==> config.mk <==
export PLATFORM = sky130hd
export DESIGN_NAME = ex_mem_stage_flat
export DESIGN_NICKNAME = d
export VERILOG_FILES = /design/src/rtl/ex_mem_stage_if.sv /design/src/rtl/ex_mem_stage.sv /design/src/flat_wrapper.sv
export SDC_FILE = /design/constraint.sdc
export NUM_CORES = 1
export LEC_CHECK = 0
export ABC_AREA = 1
export BUFFER_PORTS_ARGS = -buffer_cell sky130_fd_sc_hd__buf_2
export CORE_MARGIN = 2
export CORE_UTILIZATION = 49
export DETAILED_ROUTE_END_ITERATION = 12
export PLACE_DENSITY_LB_ADDON = 0.1
export SLEW_MARGIN = 20
export SYNTH_ARGS = -nofsm -noshare
export SYNTH_HDL_FRONTEND = slang
export SYNTH_SLANG_ARGS = --single-unit
==> constraint.sdc <==
create_clock -name clk -period 1.6 [get_ports clk]
set_clock_uncertainty 0.2 [all_clocks]
set_input_delay 0.24 -clock clk [delete_from_list [all_inputs] [get_ports clk]]
set_output_delay 0.24 -clock clk [all_outputs]
set_load 0.005 [all_outputs]
==> src/rtl/ex_mem_stage_if.sv <==
// Handshake bundles on either side of the EX/MEM stage: the ALU-side beat
// going in and the memory/writeback-side beat coming out.
interface ex_mem_in_if #(
  parameter int DATA_W = 32,
  parameter int RD_W   = 5
);
  logic              in_valid;
  logic              in_ready;
  logic [DATA_W-1:0] ALUResult;
  logic              zero;
  logic [DATA_W-1:0] WriteData;
  logic [DATA_W-1:0] PCTarget;
  logic [RD_W-1:0]   rd;
  logic              RegWrite;
  logic              MemWrite;
  logic              Branch;
  logic              BranchNe;
  logic [1:0]        ResultSrc;

  modport master (
    output in_valid, ALUResult, zero, WriteData, PCTarget, rd,
           RegWrite, MemWrite, Branch, BranchNe, ResultSrc,
    input  in_ready
  );

  modport slave (
    input  in_valid, ALUResult, zero, WriteData, PCTarget, rd,
           RegWrite, MemWrite, Branch, BranchNe, ResultSrc,
    output in_ready
  );
endinterface

interface ex_mem_out_if #(
  parameter int DATA_W = 32,
  parameter int RD_W   = 5
);
  logic              out_valid;
  logic              out_ready;
  logic [DATA_W-1:0] out_ALUResult;
  logic [DATA_W-1:0] out_WriteData;
  logic [DATA_W-1:0] out_PCTarget;
  logic [RD_W-1:0]   out_rd;
  logic              out_RegWrite;
  logic              out_MemWrite;
  logic [1:0]        out_ResultSrc;
  logic              PCSrc;

  modport master (
    output out_valid, out_ALUResult, out_WriteData, out_PCTarget, out_rd,
           out_RegWrite, out_MemWrite, out_ResultSrc, PCSrc,
    input  out_ready
  );

  modport slave (
    input  out_valid, out_ALUResult, out_WriteData, out_PCTarget, out_rd,
           out_RegWrite, out_MemWrite, out_ResultSrc, PCSrc,
    output out_ready
  );
endinterface

==> src/rtl/ex_mem_stage.sv <==
// EX/MEM pipeline stage: two-entry skid buffer (head + skid), branch resolution
// from the zero flag, and saturating debug counters for retired/taken beats.
module ex_mem_stage #(
  parameter int DATA_W = 32,
  parameter int RD_W   = 5,
  parameter int CNT_W  = 16
) (
  input  logic             clk,
  input  logic             reset,
  input  logic             flush,
  ex_mem_in_if.slave       up,
  ex_mem_out_if.master     dn,
  output logic [CNT_W-1:0] retire_cnt,
  output logic [CNT_W-1:0] taken_cnt
);

  typedef struct packed {
    logic [DATA_W-1:0] alu_result;
    logic [DATA_W-1:0] write_data;
    logic [DATA_W-1:0] pc_target;
    logic [RD_W-1:0]   rd;
    logic              reg_write;
    logic              mem_write;
    logic [1:0]        result_src;
    logic              taken;
  } beat_t;

  typedef enum logic [1:0] {
    ST_EMPTY = 2'd0,
    ST_HEAD  = 2'd1,
    ST_FULL  = 2'd2
  } occ_t;

  occ_t  state_reg, state_next;
  beat_t head_reg, skid_reg, in_beat;
  logic  load_head_in, load_head_skid, load_skid;
  logic  accept, pop;

  // Branch resolves at capture; writes to x0 are squashed here so the
  // writeback side never has to check rd.
  always_comb begin
    in_beat            = '0;
    in_beat.alu_result = up.ALUResult;
    in_beat.write_data = up.WriteData;
    in_beat.pc_target  = up.PCTarget;
    in_beat.rd         = up.rd;
    in_beat.reg_write  = up.RegWrite & (up.rd != '0);
    in_beat.mem_write  = up.MemWrite;
    in_beat.result_src = up.ResultSrc;
    in_beat.taken      = up.Branch & (up.zero ^ up.BranchNe);
  end

  // in_ready decodes only the occupancy register, so out_ready never reaches it.
  assign up.in_ready = (state_reg != ST_FULL);
  assign dn.out_valid = (state_reg != ST_EMPTY);

  assign accept = up.in_valid & up.in_ready & ~flush;
  assign pop    = dn.out_valid & dn.out_ready;

  always_comb begin
    state_next     = state_reg;
    load_head_in   = 1'b0;
    load_head_skid = 1'b0;
    load_skid      = 1'b0;
    if (flush) begin
      state_next = ST_EMPTY;
    end else begin
      case (state_reg)
        ST_EMPTY: begin
          if (accept) begin
            load_head_in = 1'b1;
            state_next   = ST_HEAD;
          end
        end
        ST_HEAD: begin
          if (pop) begin
            if (accept) begin
              load_head_in = 1'b1;
            end else begin
              state_next = ST_EMPTY;
            end
          end else if (accept) begin
            load_skid  = 1'b1;
            state_next = ST_FULL;
          end
        end
        ST_FULL: begin
          if (pop) begin
            load_head_skid = 1'b1;
            state_next     = ST_HEAD;
          end
        end
        default: state_next = ST_EMPTY;
      endcase
    end
  end

  always_ff @(posedge clk) begin
    if (!reset) begin
      state_reg <= ST_EMPTY;
      head_reg  <= '0;
      skid_reg  <= '0;
    end else begin
      state_reg <= state_next;
      if (load_head_in) begin
        head_reg <= in_beat;
      end else if (load_head_skid) begin
        head_reg <= skid_reg;
      end
      if (load_skid) begin
        skid_reg <= in_beat;
      end
    end
  end

  assign dn.out_ALUResult = head_reg.alu_result;
  assign dn.out_WriteData = head_reg.write_data;
  assign dn.out_PCTarget  = head_reg.pc_target;
  assign dn.out_rd        = head_reg.rd;
  assign dn.out_RegWrite  = head_reg.reg_write;
  assign dn.out_MemWrite  = head_reg.mem_write;
  assign dn.out_ResultSrc = head_reg.result_src;
  assign dn.PCSrc         = dn.out_valid & head_reg.taken;

  // Index 0 counts retired beats, index 1 counts retired taken branches.
  logic [1:0] cnt_inc;
  assign cnt_inc = {pop & ~flush & dn.PCSrc, pop & ~flush};

  for (genvar gi = 0; gi < 2; gi++) begin : gen_cnt
    logic [CNT_W-1:0] cnt_reg;
    always_ff @(posedge clk) begin
      if (!reset) begin
        cnt_reg <= '0;
      end else if (cnt_inc[gi] && (cnt_reg != {CNT_W{1'b1}})) begin
        cnt_reg <= cnt_reg + CNT_W'(1);
      end
    end
  end

  assign retire_cnt = gen_cnt[0].cnt_reg;
  assign taken_cnt  = gen_cnt[1].cnt_reg;

endmodule

==> src/flat_wrapper.sv <==
// flat-port wrapper written by rule: the top's interface ports become plain ports
module ex_mem_stage_flat 
#(
  parameter int DATA_W = 32,
  parameter int RD_W   = 5,
  parameter int CNT_W  = 16
)
  (clk, reset, flush, retire_cnt, taken_cnt, up_in_valid, up_ALUResult, up_zero, up_WriteData, up_PCTarget, up_rd, up_RegWrite, up_MemWrite, up_Branch, up_BranchNe, up_ResultSrc, up_in_ready, dn_out_valid, dn_out_ALUResult, dn_out_WriteData, dn_out_PCTarget, dn_out_rd, dn_out_RegWrite, dn_out_MemWrite, dn_out_ResultSrc, dn_PCSrc, dn_out_ready);
  ex_mem_in_if #(.DATA_W(DATA_W), .RD_W(RD_W)) up_i ();
  ex_mem_out_if #(.DATA_W(DATA_W), .RD_W(RD_W)) dn_i ();
  input  logic clk;
  input  logic reset;
  input  logic flush;
  output logic [CNT_W-1:0] retire_cnt;
  output logic [CNT_W-1:0] taken_cnt;
  input wire logic [$bits(up_i.in_valid)-1:0] up_in_valid;
  input wire logic [$bits(up_i.ALUResult)-1:0] up_ALUResult;
  input wire logic [$bits(up_i.zero)-1:0] up_zero;
  input wire logic [$bits(up_i.WriteData)-1:0] up_WriteData;
  input wire logic [$bits(up_i.PCTarget)-1:0] up_PCTarget;
  input wire logic [$bits(up_i.rd)-1:0] up_rd;
  input wire logic [$bits(up_i.RegWrite)-1:0] up_RegWrite;
  input wire logic [$bits(up_i.MemWrite)-1:0] up_MemWrite;
  input wire logic [$bits(up_i.Branch)-1:0] up_Branch;
  input wire logic [$bits(up_i.BranchNe)-1:0] up_BranchNe;
  input wire logic [$bits(up_i.ResultSrc)-1:0] up_ResultSrc;
  output wire logic [$bits(up_i.in_ready)-1:0] up_in_ready;
  output wire logic [$bits(dn_i.out_valid)-1:0] dn_out_valid;
  output wire logic [$bits(dn_i.out_ALUResult)-1:0] dn_out_ALUResult;
  output wire logic [$bits(dn_i.out_WriteData)-1:0] dn_out_WriteData;
  output wire logic [$bits(dn_i.out_PCTarget)-1:0] dn_out_PCTarget;
  output wire logic [$bits(dn_i.out_rd)-1:0] dn_out_rd;
  output wire logic [$bits(dn_i.out_RegWrite)-1:0] dn_out_RegWrite;
  output wire logic [$bits(dn_i.out_MemWrite)-1:0] dn_out_MemWrite;
  output wire logic [$bits(dn_i.out_ResultSrc)-1:0] dn_out_ResultSrc;
  output wire logic [$bits(dn_i.PCSrc)-1:0] dn_PCSrc;
  input wire logic [$bits(dn_i.out_ready)-1:0] dn_out_ready;
  assign up_i.in_valid = up_in_valid;
  assign up_i.ALUResult = up_ALUResult;
  assign up_i.zero = up_zero;
  assign up_i.WriteData = up_WriteData;
  assign up_i.PCTarget = up_PCTarget;
  assign up_i.rd = up_rd;
  assign up_i.RegWrite = up_RegWrite;
  assign up_i.MemWrite = up_MemWrite;
  assign up_i.Branch = up_Branch;
  assign up_i.BranchNe = up_BranchNe;
  assign up_i.ResultSrc = up_ResultSrc;
  assign up_in_ready = up_i.in_ready;
  assign dn_out_valid = dn_i.out_valid;
  assign dn_out_ALUResult = dn_i.out_ALUResult;
  assign dn_out_WriteData = dn_i.out_WriteData;
  assign dn_out_PCTarget = dn_i.out_PCTarget;
  assign dn_out_rd = dn_i.out_rd;
  assign dn_out_RegWrite = dn_i.out_RegWrite;
  assign dn_out_MemWrite = dn_i.out_MemWrite;
  assign dn_out_ResultSrc = dn_i.out_ResultSrc;
  assign dn_PCSrc = dn_i.PCSrc;
  assign dn_i.out_ready = dn_out_ready;
  ex_mem_stage #(.DATA_W(DATA_W), .RD_W(RD_W), .CNT_W(CNT_W)) u_core (.clk(clk), .reset(reset), .flush(flush), .up(up_i), .dn(dn_i), .retire_cnt(retire_cnt), .taken_cnt(taken_cnt));
endmodule
Yosys cells after proc, flatten, opt, wreduce, memory -nomap -nowiden. Index checks and enable logic that the tools add are counted.

Input port bits: 113. Register bits after elaboration: 246. Word-level logic and storage cells: 67.

Add/sub/neg operators: 2. Equal/unequal tests: 9. Reductions and logical operators: 8. Multiplexer cells: 18. Bitwise logic cells: 11.

Operators with widths (number): 106-bit two-way mux (2); 16-bit by 1-bit adder with 16-bit output (second input constant) (2); 16-bit inequality test (second input constant) (2); 2-bit two-way mux (5); 1-bit two-way mux (9); 1-bit AND (8); 2-bit one-hot mux with 3 select lines (1); 5-bit nonzero test (1); 2-bit by 1-bit inequality test with 1-bit output (second input constant) (2); 4-bit AND reduction (1); 2-bit nonzero test (2); 3-bit by 1-bit inequality test with 1-bit output (second input constant) (1); 3-bit inequality test (second input constant) (1); 2-bit by 1-bit equality test with 1-bit output (second input constant) (1); 2-bit equality test (second input constant) (1); 1-bit logical AND (2); 2-bit zero test (1); 2-bit inequality test (second input constant) (1); 1-bit NOT (2); 1-bit one-hot mux with 2 select lines (1); 2-bit OR reduction (1); 1-bit bitwise XOR (1).

Depth between registers and ports, before layout. Gate-level depths: netlist of run 1.

Word-level depth: 8. Mapped depth: 10. Gate-level depth less buffers: 9.

Worst setup path after synthesis of run 1. OpenSTA, ideal clock, no wires.

Path type: register -> register. From: register u_core.gen_cnt[1].cnt_reg[0] (netlist: u_core.taken_cnt[0]). To: register u_core.gen_cnt[1].cnt_reg[10] (netlist: u_core.taken_cnt[10]). Arrival: 1558 ps. Cell stages (with the launch flop): 11. Required time: 1330 ps. Library setup time: 70 ps. Slack: -229 ps. Path buffers: 1. Period minus slack after synthesis: 1829 ps. Cells stage by stage: dfxtp_1 -> ha_1 -> inv_1 -> nor2_2 -> nand2_1 -> nor2_2 -> nor2_4 -> inv_4 -> buf_4 -> nand2_1 -> a21oi_1.

Longest elaborated chain between the ends: 2. Elaborated cells on any way between the ends: 3. Classes of those cells: add/sub (1); eq/ne (1); reduce/logical (1).

Ends and longest elaborated chain: from (decl) (RTL line ex_mem_stage.sv:130) `logic [CNT_W-1:0] cnt_reg;`; from (signal assigned) (RTL line ex_mem_stage.sv:135) `cnt_reg <= cnt_reg + CNT_W'(1);`; parallel branches: the longest is 2 deep, another holds 16-bit by 1-bit adder with 16-bit output.

Parallel ways; which one is timed is not known. A chain may end at the register's enable or synchronous reset.

Worst setup path after layout of run 1.
From: register u_core.state_reg[1]. To: output port dn_PCSrc.

Longest elaborated chain between the ends: 2.

Ends and longest elaborated chain: from (decl) (RTL line ex_mem_stage.sv:34) `occ_t state_reg, state_next;`; from (signal assigned) (RTL line ex_mem_stage.sv:104) `state_reg <= state_next;`; 2-bit nonzero test (RTL line ex_mem_stage.sv:55) `assign dn.out_valid = (state_reg != ST_EMPTY);`; 1-bit AND (RTL line ex_mem_stage.sv:123) `assign dn.PCSrc = dn.out_valid & head_reg.taken;`; to (decl) (RTL line flat_wrapper.sv:36) `output wire logic [$bits(dn_i.PCSrc)-1:0] dn_PCSrc;`.

No other way between the ends.

==> results.txt, run 1 <==
The number of warning messages in the yosys log is 0. Synthesis produced a netlist with a net count of 1602. The maximum number of pins on one net before global-route repair came out at 51.

The checks that failed: negative setup slack. The ratio of final minimum period to clock period came out at 114%. The final-report hold violation count came out at 0.

The routed design could run at a clock period as short as ~1.8 ns. The ratio of cells with drive above 1 in the final layout came out at 37.2%. The critical path is of the flop to output pin type.

The placement-stage worst setup slack is -0.126 ns. The cell sitting at the root of the clock tree is a clkbuf_16. After the last flow step, the layout net total stands at 1988. Summed over all layers, the global routing overflow is 0. The area added between synthesis and finish is 59.3%. The number of fill cells in the layout came out at 1443. The setup violation total in the final timing report is 222. The peak supply drop came out at 0.839 mV. The fmax came out at between 0.5 and 0.6 GHz. From left edge to right edge, the die measures 152 um. The number of maximum-capacitance constraint violations came out at 0. The clock slew seen by the registers of the worst setup and hold paths came out at roughly 0.070 ns. In this run the standard cell core region covers between 0.02 and 0.025 mm^2. The initial antenna violation count was 1. The number of instances in the synthesized netlist is 1487. The register with the most flip-flops in the layout has 106 of them.

The largest stage delay on the critical path came out at 0.33 ns. The buffer levels on the longest clock path is 3. The latest clock arrival within the worst-skew pair came out at 0.53 ns.

The routed via count divided by cell count came out at roughly 5.5. The number of cells in the finished layout apart from fillers is roughly 2200. The first global-routing pass estimated 52900 um of wire.

In this run the worst path has a maximum fanout of 2. The final setup slack of the worst path is -0.219 ns. The number of distinct standard cells referenced by the synthesized netlist came out at 31. For this block, the routed nets add up to 41000 um of wire.

In this run the power density over the cells is approximately 800 mW/mm^2. The number of global-route vias before repair came out at 10347. The worst max-slew margin expressed relative to the limit is 64.5%.

In this run the static leakage power is 7.10 nW. Counting stages on the worst path, the most repeated cell is buf_6. The final max-slew violation count was 0.

The count of boundary I/O pins is roughly 250. In the global route stage, overall resource usage came out at between 20% and 30%. At the worst endpoint, the arrival time is 1.38 ns.

The area occupied by multi-input gates is 0.00554 mm^2. The height of the chip came out at 152 um. The cell area after placement came out at 0.0123 mm^2. The classification of the worst-slack hold path is primary input to flop. The final route contains 11883 vias.

TritonCTS built the clock tree. The global placer's final weighted congestion is 0.872. The count of state elements after synthesis came out at 246. The finished layout cell area came out at 0.0172 mm^2. Detailed placement finished with a half-perimeter wire length of roughly 20000 um. The count of buffers added on input and output ports is 252.

The routed wire length per instance came out at 18.9 um. The number of cell rows came out at 54. The proportion of synthesized chip area in sequential cells is 45.6%. Walking the worst path, the cells encountered are buf_6 -> nor2_4 -> buf_6 -> nor2_1 -> buf_2. Registers take 0.00494 mm^2. The detail route stage leaves a number of antenna-violating nets equal to 0. Setup repair after global routing could not meet its margin everywhere. The largest individual stage delay along the critical path comes from the cell dfxtp_2. Once the floorplan was initialized, standard cells occupied 49.6% of the core.

The data required time at the worst endpoint is 1.16 ns. The run finished, with violations left. The number of remaining DRC errors came out at 0. The die area is 0.0232 mm^2.

The synthesized area came out at around 0.011 mm^2. The sink count of the clock tree came out at 246. The synthesized area per cell is 7.26 um^2.

The transition at the pin with the smallest max-transition slack is 0.532 ns. The critical path launch point type is a flop. The violation count after the first detailed-routing iteration is between 700 and 800. The total number of H-tree levels came out at 1. The cell count after placement is 1923. STA classifies the critical path endpoint as an output pin. The number of search-and-repair iterations in the first detailed-routing pass came out at 5.

The number of buffers created by CTS came out at 26.
==> synth_stat cells (all sizes together) <==
library cell,count,area [um^2]
a21boi,1,7.51
a21oi,134,671
a31oi,104,651
and2,1,6.26
and3,1,6.26
buf,149,1010
clkbuf,51,191
dfxtp,246,4920
ha,2,25.0
inv,35,134
nand2,546,2050
nand3,16,85.1
nand4,9,56.3
nor2,56,225
nor3,2,26.3
o21a,1,7.51
o21ai,119,599
o22ai,2,12.5
xnor2,7,61.3
xor2,5,43.8
==> routing by layer <==
metal,track usage [%],vias to the layer above,wire [um]
li1,-,5601,-
met1,34.1,5624,15900
met2,47.0,534,20600
met3,4.04,124,2600
met4,10.8,0,1900
met5,0,-,0
==> final cells by class <==
class / instances / share of cell area, %
inverters: 35 / 0.982
multi-input cells: 1006 / 32.2
repair buffers: 555 / 30.9
diodes: 1 / 0.0145
clock inverters: 9 / 0.473
flip-flops and latches: 246 / 28.7
repair inverters: 3 / 0.211
well taps: 280 / 2.04
clock buffers: 38 / 4.39
==> through the flow <==
step | utilization [%] | hold slack (ns) | power, mW | TNS (ns)
2_1_floorplan | - | 0.183 | 7.26 | -0.000843
4_1_cts | 67.7 | 0.0111 | 13.8 | -3.42
6_report | 79.1 | 0.0920 | 14.1 | -19.94
3_3_place_gp | 56.7 | 0.250 | 7.61 | -5.11
3_5_place_dp | 56.7 | 0.253 | 7.62 | -7.21
5_1_grt | 79.1 | 0.107 | 14.5 | -35.87
==> worst paths after layout <==
check / cells after the start / slack [ns] / endpoint / start
min reg2reg: 2 / 0.26 / u_core.skid_reg[101] / u_core.skid_reg[101]
max reg2reg: 10 / -0.20 / u_core.dn.out_WriteData[12] / u_core.state_reg[0]
max: 5 / -0.22 / dn_PCSrc / u_core.state_reg[1]
min: 5 / 0.09 / u_core.state_reg[0] / dn_out_ready
==> what timing repair did <==
item                                    in CTS  in global routing
endpoints found under the setup margin     104                254
hold endpoints to repair                   223                  0
gates cloned                                10                 43
hold buffers                               111                  0
pin swaps                                   13                 67
gates resized for setup                    104                342
buffers inserted                             7                 35
==> cells by family after synthesis <==
kind of cell	after synthesis	share of synthesized area, %
DFF	246	45.6
xor gates and xnor gates	12	0.973
AOI/OAI and AO/OA	361	18.0
buffers and inverters	235	12.4
adders and majority gates	2	0.232
and+or+nand+nor	631	22.8
==> layout by cell type (no fill, tap or decap), types with 5 or more instances in the layout <==
cell type	netlist	routed
nand2_4	0	37
buf_8	0	10
buf_2	30	250
clkbuf_8	0	6
nand2_1	545	443
a21oi_2	0	31
nor2_2	3	10
dlygate4sd3_1	0	111
o21ai_4	0	8
buf_16	0	11
xnor2_1	7	6
clkinv_2	0	7
o21ai_2	1	20
a31oi_1	104	91
inv_1	28	26
dfxtp_1	246	236
clkbuf_1	51	6
buf_12	0	42
nand4_1	9	9
nand3_1	15	13
buf_4	107	65
o21ai_1	0	62
clkbuf_16	0	56
nand2_2	1	66
buf_6	2	35
dfxtp_2	0	7
a21oi_1	134	103
a31oi_4	0	11
o21ai_0	118	29
nor2_1	52	42
xor2_1	5	5
==> power by group <==
part           total (mW)  internal [mW]  switching [mW]
sequential           6.48           6.33           0.145
clock                5.92           3.43            2.49
combinational        1.72          0.886           0.833
==> critical path, delay by kind of cell (launching register included) <==
kind	cells	cell delay [ns]
buf+inv	3	0.35
simple gates	2	0.17
flops	1	0.33
Power figures use the tool's default switching activity.
==> run 2, diff against run 1 <==
--- a/config.mk
+++ b/config.mk
@@ -7,7 +7,6 @@
 export LEC_CHECK = 0
 export ABC_AREA = 1
 export BUFFER_PORTS_ARGS = -buffer_cell sky130_fd_sc_hd__buf_2
-export CORE_MARGIN = 2
 export CORE_UTILIZATION = 49
 export DETAILED_ROUTE_END_ITERATION = 12
 export PLACE_DENSITY_LB_ADDON = 0.1
==> run 2 against run 1 <==
The flow still finishes with violations (negative setup slack). Register-to-register slack lost 0.05 ns. Utilization down 3.5 points. Routed wire length shrank 9.3%. Critical path depth rose by 5. Non-clock buffer count is 57 lower. Largest power group unchanged. Highest routed layer unchanged.
==> results.txt, run 2 (synthesis gave the netlist of run 1 again) <==
The endpoint identified for the worst register-to-register timing path is u_core.dn.out_PCTarget[4]. For the final routed database, the setup TNS stands at -30.45 ns. The floorplan die width came out at 150 um. The number of maximum-capacitance constraint violations came out at 0. TritonCTS built the clock tree. Summing all multi-input logic gate instances after layout gives 0.00513 mm^2. The peak supply drop is 0.786 mV. After detailed routing, the number of vias per cell comes to 5.47. STA classifies the critical path endpoint as a flop.

The area added between synthesis and finish came out at 49.1%. The endpoint of the worst hold path is u_core.taken_cnt[8]. After global routing the overflow that remains totals 0. The startpoint identified for the worst register-to-register timing path is u_core.state_reg[0].

Per report_power, the clock group accounts for 44.4% of the total. The proportion of power drawn by flip-flops and latches is around 46%. Across all setup checks in the final design, the least slack found is -0.250 ns. Setup repair after global routing could not meet its margin everywhere. The clock root buffer is clkbuf_16.

The global placer's final weighted congestion is 0.873. The leakage dissipation came out at around 6.6 nW. Leaving out fill and tap cells, the most frequent cells in the layout are 446 x nand2_1, 251 x buf_2, 233 x dfxtp_1. After detailed routing, the average wire length per cell comes to approximately 18 um.

Data on the critical path is required at its endpoint by 1.87 ns. The total number of H-tree levels is 1. Power spread over the standard cell area amounts to 882 mW/mm^2. The floorplan step defined a core boundary enclosing 0.0213 mm^2.

Entering global routing, the biggest net connects 87 pins. The latest clock arrival within the worst-skew pair came out at roughly 0.55 ns. The hold path startpoint is flush. The signal on the critical path passes through buf_6 -> nor2_4 -> buf_6 -> nand3_4 -> clkinv_8 -> buf_12 -> buf_12 -> buf_16 -> nand2_4 -> a31oi_4.

The aggregate routed wire length came out at roughly 37000 um. The worst setup path is launched from a flop. The register with the most flip-flops in the layout has 106 of them.

On the critical path, the stage with the largest delay is an instance of dfxtp_4. The arrival time at the worst endpoint is 2.12 ns. The reg2reg setup slack came out at -0.25 ns. The count of boundary I/O pins is 253. Buffers inserted during clock tree synthesis total 27. The fraction of power consumed by combinational cells came out at about a tenth. The initial core utilization came out at 50.7%. The number of global-route vias before repair came out at 10763. Among cell families on the critical path, the largest total delay comes from buffers and inverters. The sink count of the clock tree came out at 246. Counting the fill cells in the layout gives 1544. The first global-routing pass estimated between 50000 and 60000 um of wire. The most common cell after layout, fill and taps aside is nand2_1. The largest stage delay on the critical path came out at around 0.36 ns. The total number of vias is 11536. Cells with a size suffix above 1 make up about 32% of the layout. The total global-route track usage is 30.2%. The die is 150 um tall. The analysis attributes to net switching a power of 3.50 mW. The internal power component is 10.7 mW.

The die area is 0.0226 mm^2. The final max-slew violation count is 0. The worst max-slew margin expressed relative to the limit is 69.7%. The remaining antenna violation count after routing came out at 0. The longest clock path from root to sink contains 3 buffers. The number of cells in the finished layout apart from fillers is 2110. The cell area after placement is 0.0121 mm^2.

The final-report hold violation count is 0. The switching portion of total power is 24.7%. The core occupancy in the finished layout is about three quarters. The fmax is ~0.54 GHz. After routing the design area is 0.0161 mm^2. Of the available clock period, the critical path in the final layout requires 116%.

The final period demand of the worst path came out at ~1.9 ns. The number of cell rows came out at 53. The area used by sequential logic in the layout came out at 0.00495 mm^2. The path depth of the worst reg2reg path came out at 10.

0 antenna diodes ended up in the layout. The number of remaining DRC errors is 0. The flow ran to the end, but the final reports show violations.

The worst hold path belongs to the class primary input to flop. Setup violations remaining at the end of the flow were counted as 248. The worst setup path is of the flop to flop kind. After the first detailed-routing iteration, the DRC count stood at 866.

The transition at the pin with the smallest max-transition slack is 0.450 ns. The number of search-and-repair iterations in the first detailed-routing pass is 7. The detailed placer's ending HPWL is around 18000 um. The clock slew seen by the registers of the worst setup and hold paths is around 0.070 ns.

The final reports fail on negative setup slack. In this run the worst path has a maximum fanout of 6. The worst hold path cell count is 6.

At the end of the flow, the number of nets in the layout was roughly 1900. The cell count after placement is ~1900. The number of buffers and inverters on the critical path is 6.

The initial antenna violation count is 0. The count of port buffers added during placement came out at 252.
## run 2: cell types whose count changed in the layout (fill, tap and decap cells not counted), moves of 8 or more
cell,before,now
a21oi_1,103,116
a21oi_2,31,18
a31oi_1,91,100
buf_16,11,19
buf_4,65,47
buf_6,35,17
clkbuf_16,56,37
nand2_2,66,77
nand2_4,37,23
o21ai_0,29,116
o21ai_1,62,2
o21ai_2,20,0
## run 2: metal layers
layer,track usage (%),vias to the layer above,part of all wire [%]
li1,-,5476,-
met5,0,-,0
met3,4.94,106,7.0
met2,52.4,510,49
met4,12.0,0,3.7
met1,37.1,5444,40
## run 2: layout make-up
cell class	instances	area share, %
tap	275	2.14
multi-input combinational	1006	31.9
timing repair inverter	1	0.0389
clock buffer	34	4.61
inverter	35	1.14
timing repair buffer	498	28.5
clock inverter	15	0.972
sequential	246	30.8
## run 2: stage by stage
stage                     hold WS [ns]  power, mW  setup WS, ns
after floorplan                  0.183       7.26     -0.000433
after global placement           0.250       7.60        -0.120
after detailed placement         0.254       7.62        -0.166
after CTS                       0.0218       14.1        -0.221
after global routing            0.0812       14.6        -0.295
final                           0.0580       14.2        -0.250
## run 2: worst max-delay path by stage
stage / from / endpoint / slack (ns) / cells past startpoint
final: u_core.state_reg[0] / u_core.dn.out_PCTarget[4] / -0.25 / 10
after CTS: u_core.state_reg[0] / dn_PCSrc / -0.22 / 5
after floorplan: u_core.retire_cnt[0] / u_core.retire_cnt[0] / -0.0004 / 9
after detailed placement: dn_out_ready / u_core.skid_reg[0] / -0.17 / 9
after global routing: u_core.state_reg[0] / u_core.taken_cnt[7] / -0.30 / 9
after global placement: dn_out_ready / u_core.skid_reg[0] / -0.12 / 9
## run 2: repair_timing
item,4_1_cts,5_1_grt
gates resized for setup,126,141
cloned,22,12
endpoints found under the hold margin,213,0
endpoints found under the setup margin,239,258
hold buffers,111,0
setup buffers,20,13
pin swaps,12,47
## run 2: power groups by stage
stage                     combinational [mW]  sequential (mW)  clock, mW
after floorplan                        0.712             6.55          0
after global placement                  1.02             6.58          0
after detailed placement                1.04             6.58          0
after CTS                               1.31             6.46       6.35
after global routing                    1.53             6.49       6.61
final                                   1.41             6.48       6.31
## run 2: worst min-delay path: stages
cell and delay (ns):
buf_2 0.17, nor3_4 0.07, nand2_2 0.06, nor2_4 0.06, o21ai_0 0.08, a21oi_1 0.06
